## src/rtl/boot_spi_pkg.sv

```systemverilog
// Purpose: shared types and constants for the boot SPI stream (transmitter and receiver side).
// Latency: n/a (package only).
// Backpressure: n/a.
package boot_spi_pkg;

  localparam int ADDR_W    = 24;
  localparam int HDR_BYTES = 6;

  typedef enum logic [2:0] {
    ST_IDLE,
    ST_SETUP,
    ST_HDR,
    ST_DATA,
    ST_HOLD
  } state_t;

  // Header order: start address LSB first, then end address LSB first.
  function automatic logic [7:0] hdr_byte(input logic [ADDR_W-1:0] s,
                                          input logic [ADDR_W-1:0] e,
                                          input logic [2:0]        idx);
    case (idx)
      3'd0:    hdr_byte = s[7:0];
      3'd1:    hdr_byte = s[15:8];
      3'd2:    hdr_byte = s[23:16];
      3'd3:    hdr_byte = e[7:0];
      3'd4:    hdr_byte = e[15:8];
      default: hdr_byte = e[23:16];
    endcase
  endfunction

endpackage

```

## src/rtl/spi_byte_tx.sv

```systemverilog
// Purpose: shifts one byte out MSB first on sclk/mosi; sclk idles high, mosi changes on the falling edge.
// Latency: sclk falls on the load edge; a byte takes 16*SCLK_HALF cycles; ready rises in its last cycle.
// Backpressure: load is honoured only while ready; a load in the last cycle chains bytes with no gap.
// Ports: clk25/reset (sync, active high), load + tx_byte (byte to send), ready (can take a byte now),
//        bit0_strobe (first cycle of bit 0), sclk, mosi.
module spi_byte_tx #(
  parameter int SCLK_HALF = 2
) (
  input  logic       clk25,
  input  logic       reset,
  input  logic       load,
  input  logic [7:0] tx_byte,
  output logic       ready,
  output logic       bit0_strobe,
  output logic       sclk,
  output logic       mosi
);

  localparam logic [7:0] HALF_LAST = 8'(SCLK_HALF - 1);

  logic       active;
  logic       phase_hi;
  logic [2:0] bit_cnt;
  logic [7:0] half_cnt;
  logic [6:0] shreg;   // bits still to send after the one on mosi

  // Ready during the final high half so the next byte starts on the same edge.
  always_comb begin
    ready = !active || (phase_hi && (half_cnt == HALF_LAST) && (bit_cnt == 3'd7));
  end

  always_ff @(posedge clk25) begin
    if (reset) begin
      active      <= 1'b0;
      phase_hi    <= 1'b0;
      bit_cnt     <= 3'd0;
      half_cnt    <= 8'd0;
      shreg       <= 7'd0;
      bit0_strobe <= 1'b0;
      sclk        <= 1'b1;
      mosi        <= 1'b1;
    end else begin
      bit0_strobe <= 1'b0;
      if (load && ready) begin
        active      <= 1'b1;
        phase_hi    <= 1'b0;
        bit_cnt     <= 3'd0;
        half_cnt    <= 8'd0;
        shreg       <= tx_byte[6:0];
        bit0_strobe <= 1'b1;
        sclk        <= 1'b0;
        mosi        <= tx_byte[7];
      end else if (active) begin
        if (half_cnt == HALF_LAST) begin
          half_cnt <= 8'd0;
          if (!phase_hi) begin
            phase_hi <= 1'b1;
            sclk     <= 1'b1;
          end else if (bit_cnt == 3'd7) begin
            active <= 1'b0;
            mosi   <= 1'b1;
          end else begin
            bit_cnt  <= bit_cnt + 3'd1;
            phase_hi <= 1'b0;
            sclk     <= 1'b0;
            mosi     <= shreg[6];
            shreg    <= {shreg[5:0], 1'b0};
          end
        end else begin
          half_cnt <= half_cnt + 8'd1;
        end
      end
    end
  end

endmodule

```

## src/rtl/boot_spi_tx.sv

```systemverilog
// Purpose: SPI master sending the boot stream: start addr, end addr (3 bytes each, LSB first), then image bytes.
// Latency: SS falls on the edge after start; first SCLK fall SS_SETUP cycles later; done SS_HOLD after last rise.
// Backpressure: none; start is ignored while busy, rejected with error when end_addr < start_addr.
// Ports: clk25/reset (sync, active high), start/start_addr/end_addr (request), busy/done/error (status),
//        mem_addr/mem_rd/mem_data (image read port, data one cycle after mem_rd), arm_ss/arm_sclk/arm_mosi.
module boot_spi_tx
  import boot_spi_pkg::*;
#(
  parameter int SCLK_HALF = 2,
  parameter int SS_SETUP  = 25,
  parameter int SS_HOLD   = 25
) (
  input  logic              clk25,
  input  logic              reset,
  input  logic              start,
  input  logic [ADDR_W-1:0] start_addr,
  input  logic [ADDR_W-1:0] end_addr,
  output logic              busy,
  output logic              done,
  output logic              error,
  output logic [ADDR_W-1:0] mem_addr,
  output logic              mem_rd,
  input  logic [7:0]        mem_data,
  output logic              arm_ss,
  output logic              arm_sclk,
  output logic              arm_mosi
);

  localparam logic [15:0] SETUP_LAST = 16'(SS_SETUP - 1);
  localparam logic [15:0] HOLD_END   = 16'(SS_HOLD);
  // HOLD is entered SCLK_HALF cycles after the last rise; the counter tracks cycles since that rise.
  localparam logic [15:0] HOLD_INIT  = 16'(SCLK_HALF + 1);
  localparam logic [2:0]  HDR_LAST   = 3'(HDR_BYTES - 1);

  state_t            state;
  logic [ADDR_W-1:0] start_q;
  logic [ADDR_W-1:0] end_q;
  logic [ADDR_W-1:0] rd_addr;
  logic [ADDR_W:0]   data_left;   // data bytes not yet loaded; 25 bits covers a full 2^24 image
  logic [2:0]        hdr_idx;
  logic [15:0]       cnt;
  logic [7:0]        next_byte;
  logic              cap_pend;

  logic       load;
  logic [7:0] load_byte;
  logic       ready;
  logic       bit0_strobe;

  always_comb begin
    load      = 1'b0;
    load_byte = next_byte;
    case (state)
      ST_SETUP: begin
        load      = (cnt == SETUP_LAST);
        load_byte = hdr_byte(start_q, end_q, 3'd0);
      end
      ST_HDR: begin
        load      = ready;
        load_byte = hdr_byte(start_q, end_q, hdr_idx);
      end
      ST_DATA: begin
        load = ready && (data_left != '0);
      end
      default: ;
    endcase
  end

  always_ff @(posedge clk25) begin
    if (reset) begin
      state     <= ST_IDLE;
      busy      <= 1'b0;
      done      <= 1'b0;
      error     <= 1'b0;
      mem_rd    <= 1'b0;
      mem_addr  <= '0;
      arm_ss    <= 1'b1;
      start_q   <= '0;
      end_q     <= '0;
      rd_addr   <= '0;
      data_left <= '0;
      hdr_idx   <= 3'd0;
      cnt       <= 16'd0;
      next_byte <= 8'd0;
      cap_pend  <= 1'b0;
    end else begin
      done     <= 1'b0;
      error    <= 1'b0;
      mem_rd   <= 1'b0;
      // The read strobe coincides with bit 0 of the byte that triggered it; data lands a cycle later.
      cap_pend <= bit0_strobe && mem_rd;
      if (cap_pend) next_byte <= mem_data;

      case (state)
        ST_IDLE: begin
          if (start) begin
            if (end_addr < start_addr) begin
              error <= 1'b1;
            end else begin
              start_q   <= start_addr;
              end_q     <= end_addr;
              rd_addr   <= start_addr;
              data_left <= {1'b0, end_addr} - {1'b0, start_addr} + 25'd1;
              busy      <= 1'b1;
              arm_ss    <= 1'b0;
              cnt       <= 16'd0;
              state     <= ST_SETUP;
            end
          end
        end
        ST_SETUP: begin
          if (load) begin
            hdr_idx <= 3'd1;
            state   <= ST_HDR;
          end else begin
            cnt <= cnt + 16'd1;
          end
        end
        ST_HDR: begin
          if (load) begin
            hdr_idx <= hdr_idx + 3'd1;
            if (hdr_idx == HDR_LAST) begin
              // At least one data byte always follows the header.
              mem_rd   <= 1'b1;
              mem_addr <= rd_addr;
              rd_addr  <= rd_addr + 1'b1;
              state    <= ST_DATA;
            end
          end
        end
        ST_DATA: begin
          if (load) begin
            data_left <= data_left - 25'd1;
            if (data_left > 25'd1) begin
              mem_rd   <= 1'b1;
              mem_addr <= rd_addr;
              rd_addr  <= rd_addr + 1'b1;
            end
          end else if (ready) begin
            cnt   <= HOLD_INIT;
            state <= ST_HOLD;
          end
        end
        ST_HOLD: begin
          if (cnt >= HOLD_END) begin
            arm_ss <= 1'b1;
            busy   <= 1'b0;
            done   <= 1'b1;
            state  <= ST_IDLE;
          end else begin
            cnt <= cnt + 16'd1;
          end
        end
        default: state <= ST_IDLE;
      endcase
    end
  end

  spi_byte_tx #(
    .SCLK_HALF(SCLK_HALF)
  ) u_byte (
    .clk25      (clk25),
    .reset      (reset),
    .load       (load),
    .tx_byte    (load_byte),
    .ready      (ready),
    .bit0_strobe(bit0_strobe),
    .sclk       (arm_sclk),
    .mosi       (arm_mosi)
  );

endmodule
```

## config.mk

```make
export PLATFORM = sky130hd
export DESIGN_NAME = boot_spi_tx
export DESIGN_NICKNAME = d
export VERILOG_FILES = /design/src/rtl/boot_spi_pkg.sv /design/src/rtl/spi_byte_tx.sv /design/src/rtl/boot_spi_tx.sv
export SDC_FILE = /design/constraint.sdc
export NUM_CORES = 1
export LEC_CHECK = 0
export CELL_PAD_IN_SITES_DETAIL_PLACEMENT = 0
export CELL_PAD_IN_SITES_GLOBAL_PLACEMENT = 1
export CORE_UTILIZATION = 44
export DETAILED_ROUTE_END_ITERATION = 7
export PLACE_DENSITY_LB_ADDON = 0.1
export SLEW_MARGIN = 20
export SYNTH_ARGS = -nofsm -noshare
export SYNTH_HDL_FRONTEND = slang
export SYNTH_SLANG_ARGS = --single-unit
```

## constraint.sdc

```tcl
create_clock -name clk25 -period 4.5 [get_ports clk25]
set_clock_uncertainty 0.15 [all_clocks]
set_input_delay 1.35 -clock clk25 [delete_from_list [all_inputs] [get_ports clk25]]
set_output_delay 1.35 -clock clk25 [all_outputs]
set_load 0.01 [all_outputs]
```

[Word level (Yosys, flattened, before mapping)]
Cells that the tools add are included.
Cells by class
  add/sub/neg operators: 8
  multipliers: 0
  div/mod/pow operators: 0
  order comparisons: 3
  equal/unequal tests: 26
  shift-type cells: 0
  mux-type cells: 77
  bitwise logic cells: 5
  reductions and logical operators: 35
Operators by type and width (number)
  2-to-1 mux 24 bit: 10
  2-to-1 mux 16 bit: 6
  2-to-1 mux 25 bit: 3
  one-hot mux 24 bit (3 select lines): 1
  one-hot mux 16 bit (4 select lines): 1
  one-hot mux 25 bit (2 select lines): 1
  one-hot mux 24 bit (2 select lines): 1
  one-hot mux 8 bit (5 select lines): 1
  2-to-1 mux 7 bit: 5
  2-to-1 mux 1 bit: 30
  2-to-1 mux 3 bit: 10
  adder 25 x 1 -> 25 bit, second input constant: 1
  greater-than comparator 25 x 1 -> 1 bit, second input constant: 1
  nonzero test 25 bit: 1
  subtractor 24 x 24 -> 25 bit: 1
  subtractor 25 x 1 -> 25 bit, second input constant: 1
  adder 24 x 1 -> 24 bit, second input constant: 1
  less-than comparator 24 bit: 1
  != test 2 bit, second input constant: 9
  adder 16 x 1 -> 16 bit, second input constant: 1
  == test 16 x 5 -> 1 bit, second input constant: 1
  greater-or-equal comparator 16 x 5 -> 1 bit, second input constant: 1
  one-hot mux 8 bit (2 select lines): 1
  AND reduction 4 bit: 4
  other kinds (28): 61
Storage, ports and cells
  register bits after elaboration: 180
  bits in latches: 0
  RAM bits: 0
  bits in read-only memories: 0
  input port bits: 59
  output and inout bits: 31
  memories kept: 0

[Depth between registers and ports, before layout]
Gate-level depths: netlist of run 1.
  depth after elaboration: 9
  mapped depth: 13
  mapped depth without buffers: 13

[Modules after synthesis]
A second synthesis of run 1 with hierarchy kept.
Unflattened totals
  cells, all modules: 1400
  area, all modules: 10844.2 sq um
By module, submodules not included
  boot_spi_tx: times used 1, cells each 1290, area an instance 9751.9 sq um, seq. area each 3143.0 sq um
  spi_byte_tx: times used 1, cells each 110, area an instance 1092.3 sq um, seq. area each 460.4 sq um

[Worst setup path after synthesis of run 1]
No wires, ideal clock.
  path type: input to register
  start point: input start_addr[8]
  end point: register cnt[15]
  library setup time: 0.123 ns
  data arrival time: 3.865 ns
  required time: 4.227 ns
  slack: 0.362 ns
  stages on the path: 12
  cell sequence: inv_1 > ha_1 > inv_1 > fa_1 > a211oi_1 > o21ai_0 > a21oi_1 > or3b_1 > buf_6 > or4_4 > xor2_1 > nor2_2
On the way
  word-level cells in the longest chain between the ends: 3
RTL lines
  start, declared: line boot_spi_tx.sv:16  | input logic [ADDR_W-1:0] start_addr,
  less-than comparator 24 bit: line boot_spi_tx.sv:97  | if (end_addr < start_addr) begin
  != test 2 bit (no line)
  AND reduction 7 bit (no line)
  end signal, assigned: line boot_spi_tx.sv:116  | cnt <= cnt + 16'd1;
  end signal, assigned: line boot_spi_tx.sv:151  | cnt <= cnt + 16'd1;
  end, declared: line boot_spi_tx.sv:41  | logic [15:0] cnt;
No other way between the ends.
A chain may end at the register's enable or synchronous reset.

[Worst setup path after layout of run 1]
  start point: input start_addr[2]
  end point: register data_left[22]
On the way
  word-level cells in the longest chain between the ends: 5
RTL lines
  subtractor 24 x 24 -> 25 bit: line boot_spi_tx.sv:103  | data_left <= {1'b0, end_addr} - {1'b0, start_addr} + 25'd1;
  adder 25 x 1 -> 25 bit: line boot_spi_tx.sv:103
  2-to-1 mux 25 bit: line boot_spi_tx.sv:97
  2-to-1 mux 25 bit: line boot_spi_tx.sv:96  | if (start) begin
  one-hot mux 25 bit (2 select lines): line boot_spi_tx.sv:94  | case (state)
  end signal, assigned: line boot_spi_tx.sv:103
  end signal, assigned: line boot_spi_tx.sv:133  | data_left <= data_left - 25'd1;
  end, declared: line boot_spi_tx.sv:39  | logic [ADDR_W:0] data_left;
Parallel ways exist; a longest one is shown, timed or not. The select of a mux whose other input is x is not followed.

==> qor.yml, run 1 <==
synth:
  ys.flop_type: "dfxtp_1"
  netlist.area_leader.share_pct: 33.6
  synth_most_common_cell: "nand2_1"
  syn_nets: 1502
  synth_area_leader_cell: "dfxtp_1"
  yosys_warnings: 0
  yosys.cell_types.count: 80
  synth_top_cells_by_area: "dfxtp_1 34%, ha_1 7.5%, a21oi_1 6.9%"
  synthTopCellsByCount: "182 x nand2_1, 180 x dfxtp_1, 158 x nor2_1"
  syn_area_um2: 10700
  syn_avg_cell_area_um2: 7.84
  ys_seq_area_share_pct: 33.6
  synth_cells: 1367
  synth-edff-count: 0
  synth_seq_cells: 180
  async_flop_share_pct: 0
power:
  seqPwrFrac_pct: 39.7
  pwr-share-clk_pct: 32.4
  power.density_nw_per_um2: 349
  p_switching_mw: 1.63
  p_int_mw: 3.01
  p_sw_share_pct: 35.2
  power.leakage_nw: 5.37
  combPwrFrac_pct: 27.9
  ir_drop_mv: 0.208
critical_path:
  cp.arrival_ps: 4640
  r2r_cells: 10
  reg2reg_from: "data_left[0]"
  r2r_slack_ps: 1060
  critPathMaxStageDelay_ps: 530
  crit-reg2reg-capture: "u_byte.shreg[4]"
  required_ps: 4730
  path_class: "primary input to flip-flop"
  endpoint: "data_left[22]"
  cpMaxStageDelayCell: "fa_1"
  cp-startpoint: "start_addr[2]"
  crit_chain: "clkdlybuf4s50_1, inv_2, ha_1, fa_1, buf_4, o21ai_0, o21ai_1, a31oi_1, o31a_1, nor4_1, nor2_1, a2111oi_2, a211o_1"
  startpoint_type: "primary input"
  end_kind: "flip-flop"
  cp_max_fo: 3
routing:
  routed_wl_um: 32100
  drc: 0
  post_drt_wl_per_cell_um: 17.3
  viasPerCell: 5.62
  drt-pass1-iter-count: 5
  via_count: 10403
  antenna_left: 0
  first_iter_violations: 601
clocking:
  cts_max_level: 4
  cts_root_buffer: "clkbuf_16"
  cts_tree: "yes"
  clk_pin_slew_ps: 80
  post_cts_buffers: 0
  insertion_delay_ps: 450
  cts.path.max_buffers: 2
  cts.sinks: 180
  numCtsBuffers: 17
final_layout:
  area_delta_synth_final_pct: 24.2
  design_area_um2: 13300
  drive_above_1_share_pct: 12.3
  fin_util_pct: 56.2
  diodes: 0
  nets: 1654
timing:
  hold_viol_final: 0
  period_minus_slack_ps: 4410
  whs_ps: 272
  setup_tns_ps: 0
  max_freq_ghz: 0.227
  tightest_slew_ps: 983
  fin_ws_ps: 91.1
  grt_setup_unrepaired: "yes"
  slew_violations: 0
  period_share_pct: 98.0
  setup_viol: 0
  slew_headroom_pct: 34.1
floorplan:
  die_w_um: 158
  initial_utilization_pct: 45.3
  fp.dieH_um: 158
  dieArea_um2: 25000
  rows: 56
  ios: 90
  coreArea_um2: 23700
global_route:
  grt_first_pass_wirelength_um: 51300
  grt_use_met2_pct: 41.5
  grtUsageMet1_pct: 37.2
  grt_pass1_vias: 9589
  grt_antenna_before_repair: 0
  gr-usage-all-layers_pct: 26.3
  busiest_layer: "met2"
  use_met3_pct: 3.01
  grt_overflow_total: 0
  grt_max_degree: 63
placement:
  detailed_place.area_um2: 12700
  port_buffers: 89
  gp_congestion: 0.883
  dp_hpwl_um: 23600
  dpl_worst_slack_ps: -486
run:
  max_cap_violations: 0
worst_hold_path:
  min_path_type: "flip-flop to flip-flop"
  hp-start: "u_byte.bit0_strobe"
status:
  outcome: "finished clean"
-- kinds of logic after synthesis --
| group | Yosys count | synth area share (%) |
|---|---|---|
| adder cells (fa/ha/maj) | 76 | 9.71 |
| AO/OA/AOI/OAI | 391 | 23.1 |
| flip-flops | 180 | 33.6 |
| AND/OR/NAND/NOR | 511 | 22.2 |
| XOR/XNOR | 27 | 2.21 |
| multiplexers | 41 | 3.85 |
| buffers and inverters | 141 | 5.34 |
-- through the flow --
step | std cells | total power, mW
2_1_floorplan | 1367 | 2.61
3_3_place_gp | 1818 | 3.14
3_5_place_dp | 1818 | 3.15
4_1_cts | 1849 | 4.66
5_1_grt | 1850 | 4.90
6_report | 1850 | 4.64
-- worst min-delay path by stage --
stage,end,cells past startpoint
final,cap_pend,2
after global routing,cap_pend,2
after CTS,cap_pend,2
after detailed placement,cap_pend,2
after global placement,cap_pend,2
after floorplan,cap_pend,2
-- area by class of cell --
| class | count | area, um2 |
|---|---|---|
| Clock buffer | 17 | 425 |
| Inverter | 62 | 233 |
| Clock inverter | 14 | 163 |
| Tap cell | 319 | 399 |
| Multi-Input combinational cell | 1047 | 6600 |
| Timing Repair Buffer | 211 | 1890 |
| Sequential cell | 180 | 3600 |
| Fill cell | 2374 | 10400 |
-- placed cells by master (no fill, tap or decap), drive strengths merged, types with 26 or more instances in the layout --
cell type | synthesis | layout
a211oi | 26 | 26
nor2 | 159 | 159
ha | 64 | 64
mux2i | 39 | 39
nor3 | 27 | 27
inv | 62 | 67
clkdlybuf4s50 | 0 | 88
nand2 | 182 | 182
a21oi | 148 | 148
o21ai | 85 | 85
buf | 16 | 123
dfxtp | 180 | 180
-- layer usage --
metal	vias up	share of wire (%)
li1	5190	-
met1	4933	48
met2	239	45
met3	41	4.7
met4	0	1.9
met5	-	0
-- critical path: cells and delay by family --
family                     cells  cell delay, ps
and+or+nand+nor                2             400
adders and majority gates      2             770
buffers and inverters          3             740
AOI/OAI and AO/OA              6            1370
-- power by group through the flow --
stage | clock (mW) | sequential [mW] | combinational, mW
detailed placement | 0 | 1.88 | 1.27
CTS | 1.54 | 1.84 | 1.28
finish | 1.50 | 1.84 | 1.30
global route | 1.60 | 1.86 | 1.44
floorplan | 0 | 1.83 | 0.784
global placement | 0 | 1.88 | 1.26
-- registers in the layout, summed over array words and instances, names as in the netlist, 3 cells and up --
name	flops
state	3
start_q	24
hdr_idx	3
u_byte.shreg	7
rd_addr	24
u_byte.half_cnt	8
next_byte	8
data_left	25
cnt	16
mem_addr	24
end_q	24
u_byte.bit_cnt	3
-- what timing repair did --
| item | 4_1_cts | 5_1_grt |
|---|---|---|
| gates cloned | 0 | 1 |
| pin swaps | 0 | 2 |
| setup endpoints to repair | 1 | 9 |
| hold buffers | 0 | 0 |
| hold endpoints to repair | 0 | 0 |
| gates resized for setup | 1 | 9 |
(Power assumes the default switching activity.)
==> run 2, diff against run 1 <==
--- a/config.mk
+++ b/config.mk
@@ -5,9 +5,11 @@
 export SDC_FILE = /design/constraint.sdc
 export NUM_CORES = 1
 export LEC_CHECK = 0
+export ABC_AREA = 1
+export CAP_MARGIN = 30
 export CELL_PAD_IN_SITES_DETAIL_PLACEMENT = 0
 export CELL_PAD_IN_SITES_GLOBAL_PLACEMENT = 1
-export CORE_UTILIZATION = 44
+export CORE_UTILIZATION = 42
 export DETAILED_ROUTE_END_ITERATION = 7
 export PLACE_DENSITY_LB_ADDON = 0.1
 export SLEW_MARGIN = 20
==> run 2 against run 1 <==
Effect of this change: global-route usage fell by 0.57 points; flip-flop and latch count is the same; synthesized cell count up 35%; worst setup slack better by 340 ps; largest cell class unchanged; combinational power grew 120%; sequential share of layout area fell by 0.90 points; register-to-register slack gained 140 ps; critical path depth is 3 higher.
==> qor.yml, run 2 <==
global_route:
  grt_overflow_total: 0  # unchanged
  grt_antenna_before_repair: 0  # unchanged
  grt_pass1_vias: 11134  # +16%
  grt_max_degree: 49  # -22%
  grt_first_pass_wirelength_um: 58100  # +13%
  gr-usage-all-layers_pct: 25.7  # -0.57 points
critical_path:
  crit-reg2reg-capture: "u_byte.shreg[3]"
  required_ps: 4690  # -40 ps
  r2r_cells: 11  # +1
  r2r_slack_ps: 1200  # +140 ps
  cp.arrival_ps: 4260  # -380 ps
  startpoint_type: "primary input"
  reg2reg_from: "state[1]"
  path_class: "primary input to flip-flop"
  end_kind: "flip-flop"
  cp_max_fo: 4  # +1
floorplan:
  coreArea_um2: 27300  # +15%
  rows: 60  # +7.1%
  initial_utilization_pct: 43.3  # -2.0 points
  dieArea_um2: 28800  # +15%
  ios: 90  # unchanged
  die_w_um: 170  # +7.3%
  fp.dieH_um: 170  # +7.3%
routing:
  first_iter_violations: 755  # +26%
  via_count: 11824  # +14%
  drt-pass1-iter-count: 7  # +2
  post_drt_wl_per_cell_um: 15.6  # -9.9%
  viasPerCell: 5.13  # -8.8%
  antenna_left: 0  # unchanged
  drc: 0  # unchanged
  routed_wl_um: 36100  # +12%
clocking:
  post_cts_buffers: 0  # unchanged
  clk_pin_slew_ps: 80  # about the same
  cts.path.max_buffers: 2  # unchanged
  cts_tree: "yes"
  ctsHoldBuffers: 0  # unchanged
  cts_resized: 0  # -1
  cts_root_buffer: "clkbuf_16"
  cts.sinks: 180  # unchanged
  cts_max_level: 4  # unchanged
  numCtsBuffers: 17  # unchanged
  insertion_delay_ps: 440  # about the same
synth:
  synth_most_common_cell: "nand2_1"
  syn_avg_cell_area_um2: 6.41  # -18%
  yosys.cell_types.count: 52  # -35%
  synth_seq_cells: 180  # unchanged
  synth-edff-count: 0  # unchanged
  synthTopCellsByCount: "434 x nand2_1, 303 x nor2_1, 201 x inv_1"
  ys.flop_type: "dfxtp_1"
  synth_area_leader_cell: "dfxtp_1"
  synth_cells: 1841  # +35%
  syn_nets: 1976  # +32%
  async_flop_share_pct: 0  # unchanged
  synth_top_cells_by_area: "dfxtp_1 31%, nand2_1 14%, nor2_1 9.6%"
  netlist.area_leader.share_pct: 30.5  # -3.1 points
  yosys_warnings: 0  # unchanged
  syn_area_um2: 11800  # +10%
  ys_seq_area_share_pct: 30.5  # -3.1 points
status:
  outcome: "finished clean"
timing:
  max_freq_ghz: 0.246  # +8.2%
  slew_headroom_pct: 45.5  # +11 points
  tightest_slew_ps: 815  # -168 ps
  slew_violations: 0  # unchanged
  hold_viol_final: 0  # unchanged
  period_minus_slack_ps: 4070  # -336 ps
  setup_viol: 0  # unchanged
  period_share_pct: 90.5  # -7.5 points
  whs_ps: 269  # -2.35 ps
  setup_tns_ps: 0  # unchanged
  grt_setup_unrepaired: "no"
worst_hold_path:
  min_path_type: "flip-flop to flip-flop"
  hold_end: "cap_pend"
  hp-start: "u_byte.bit0_strobe"
  worstHoldPathCells: 2  # unchanged
power:
  pwr-share-clk_pct: 23.0  # -9.4 points
  combPwrFrac_pct: 43.8  # +16 points
  power.density_nw_per_um2: 485  # +39%
  p_sw_share_pct: 44.5  # +9.3 points
  power.leakage_nw: 6.17  # +15%
  seqPwrFrac_pct: 33.2  # -6.5 points
  ir_drop_mv: 0.295  # +42%
  p_int_mw: 3.71  # +23%
  p_switching_mw: 2.97  # +82%
final_layout:
  final_cell_mix: "434 x nand2_1, 303 x nor2_1, 200 x inv_1"
  design_area_um2: 13800  # +3.4%
  fill_cells: 2893  # +22%
  drive_above_1_share_pct: 5.22  # -7.1 points
  area_delta_synth_final_pct: 16.7
  regMostFlops: "data_left"
  final_common_cell: "nand2_1"
  largest_register_ffs: 25  # unchanged
  nets: 2056  # +24%
  diodes: 0  # unchanged
  fin_util_pct: 50.6  # -5.7 points
placement:
  dp_hpwl_um: 27900  # +18%
  port_buffers: 89  # unchanged
  gp_congestion: 0.931  # +5.4%
  detailed_place.area_um2: 13200  # +4.0%
run:
  max_cap_violations: 0  # unchanged
## run 2: stage by stage
stage / cells / setup WS [ps] / power, mW
finish: 2306 / 427 / 6.68
global route: 2306 / 158 / 7.23
CTS: 2306 / 428 / 6.71
detailed placement: 2274 / -39.1 / 5.16
global placement: 2274 / -18.4 / 5.13
floorplan: 1841 / 1050 / 4.27
## run 2: per-layer routing
metal | track usage (%) | wire length, um
met3 | 2.33 | 1310
met1 | 35.2 | 17400
met5 | 0 | 0
met2 | 42.9 | 16700
met4 | 7.09 | 644
## run 2: cell type report
| class | count | area, um2 | share of cell area (%) |
|---|---|---|---|
| inverters | 208 | 786 | 5.70 |
| flip-flops and latches | 180 | 3600 | 26.2 |
| repair buffers | 123 | 1180 | 8.59 |
| multi-input cells | 1391 | 7140 | 51.8 |
| well taps | 372 | 465 | 3.38 |
| clock buffers | 18 | 439 | 3.19 |
| clock inverters | 14 | 156 | 1.14 |
## run 2: worst max-delay path: stages
cell and delay (ps):
clkdlybuf4s50_1 510, inv_1 100, ha_1 310, inv_1 40
ha_1 250, fa_1 480, nand3_1 100, nand3_1 180
a21oi_1 300, inv_1 140, nand2_1 110, nand4_1 100
nand3_1 110, nand2_1 60, nor2_1 80, nor2_1 40
## run 2: worst max-delay path by stage
| stage | cells after the start | endpoint | start |
|---|---|---|---|
| floorplan | 19 | rd_addr[16] | start_addr[8] |
| global placement | 16 | data_left[23] | start_addr[1] |
| detailed placement | 16 | data_left[23] | start_addr[1] |
| CTS | 16 | data_left[23] | start_addr[1] |
| global route | 19 | cnt[2] | start_addr[8] |
| finish | 16 | data_left[23] | start_addr[1] |
## run 2: cell families (layout without fill, tap and decap cells)
logic type      after synthesis  count (layout)  share of synthesized area (%)
compound gates              325             325                           14.6
xor+xnor                     41              41                           3.04
fa+ha+maj                    76              76                           8.82
buf+inv                     270             363                           9.01
flops                       180             180                           30.5
simple gates                949             949                           34.0
## run 2: power groups by stage
stage / logic [mW] / registers, mW / clock network [mW]
after floorplan: 2.09 / 2.18 / 0
after global placement: 2.88 / 2.25 / 0
after detailed placement: 2.91 / 2.25 / 0
after CTS: 2.92 / 2.22 / 1.57
after global routing: 3.34 / 2.27 / 1.63
final: 2.92 / 2.22 / 1.54
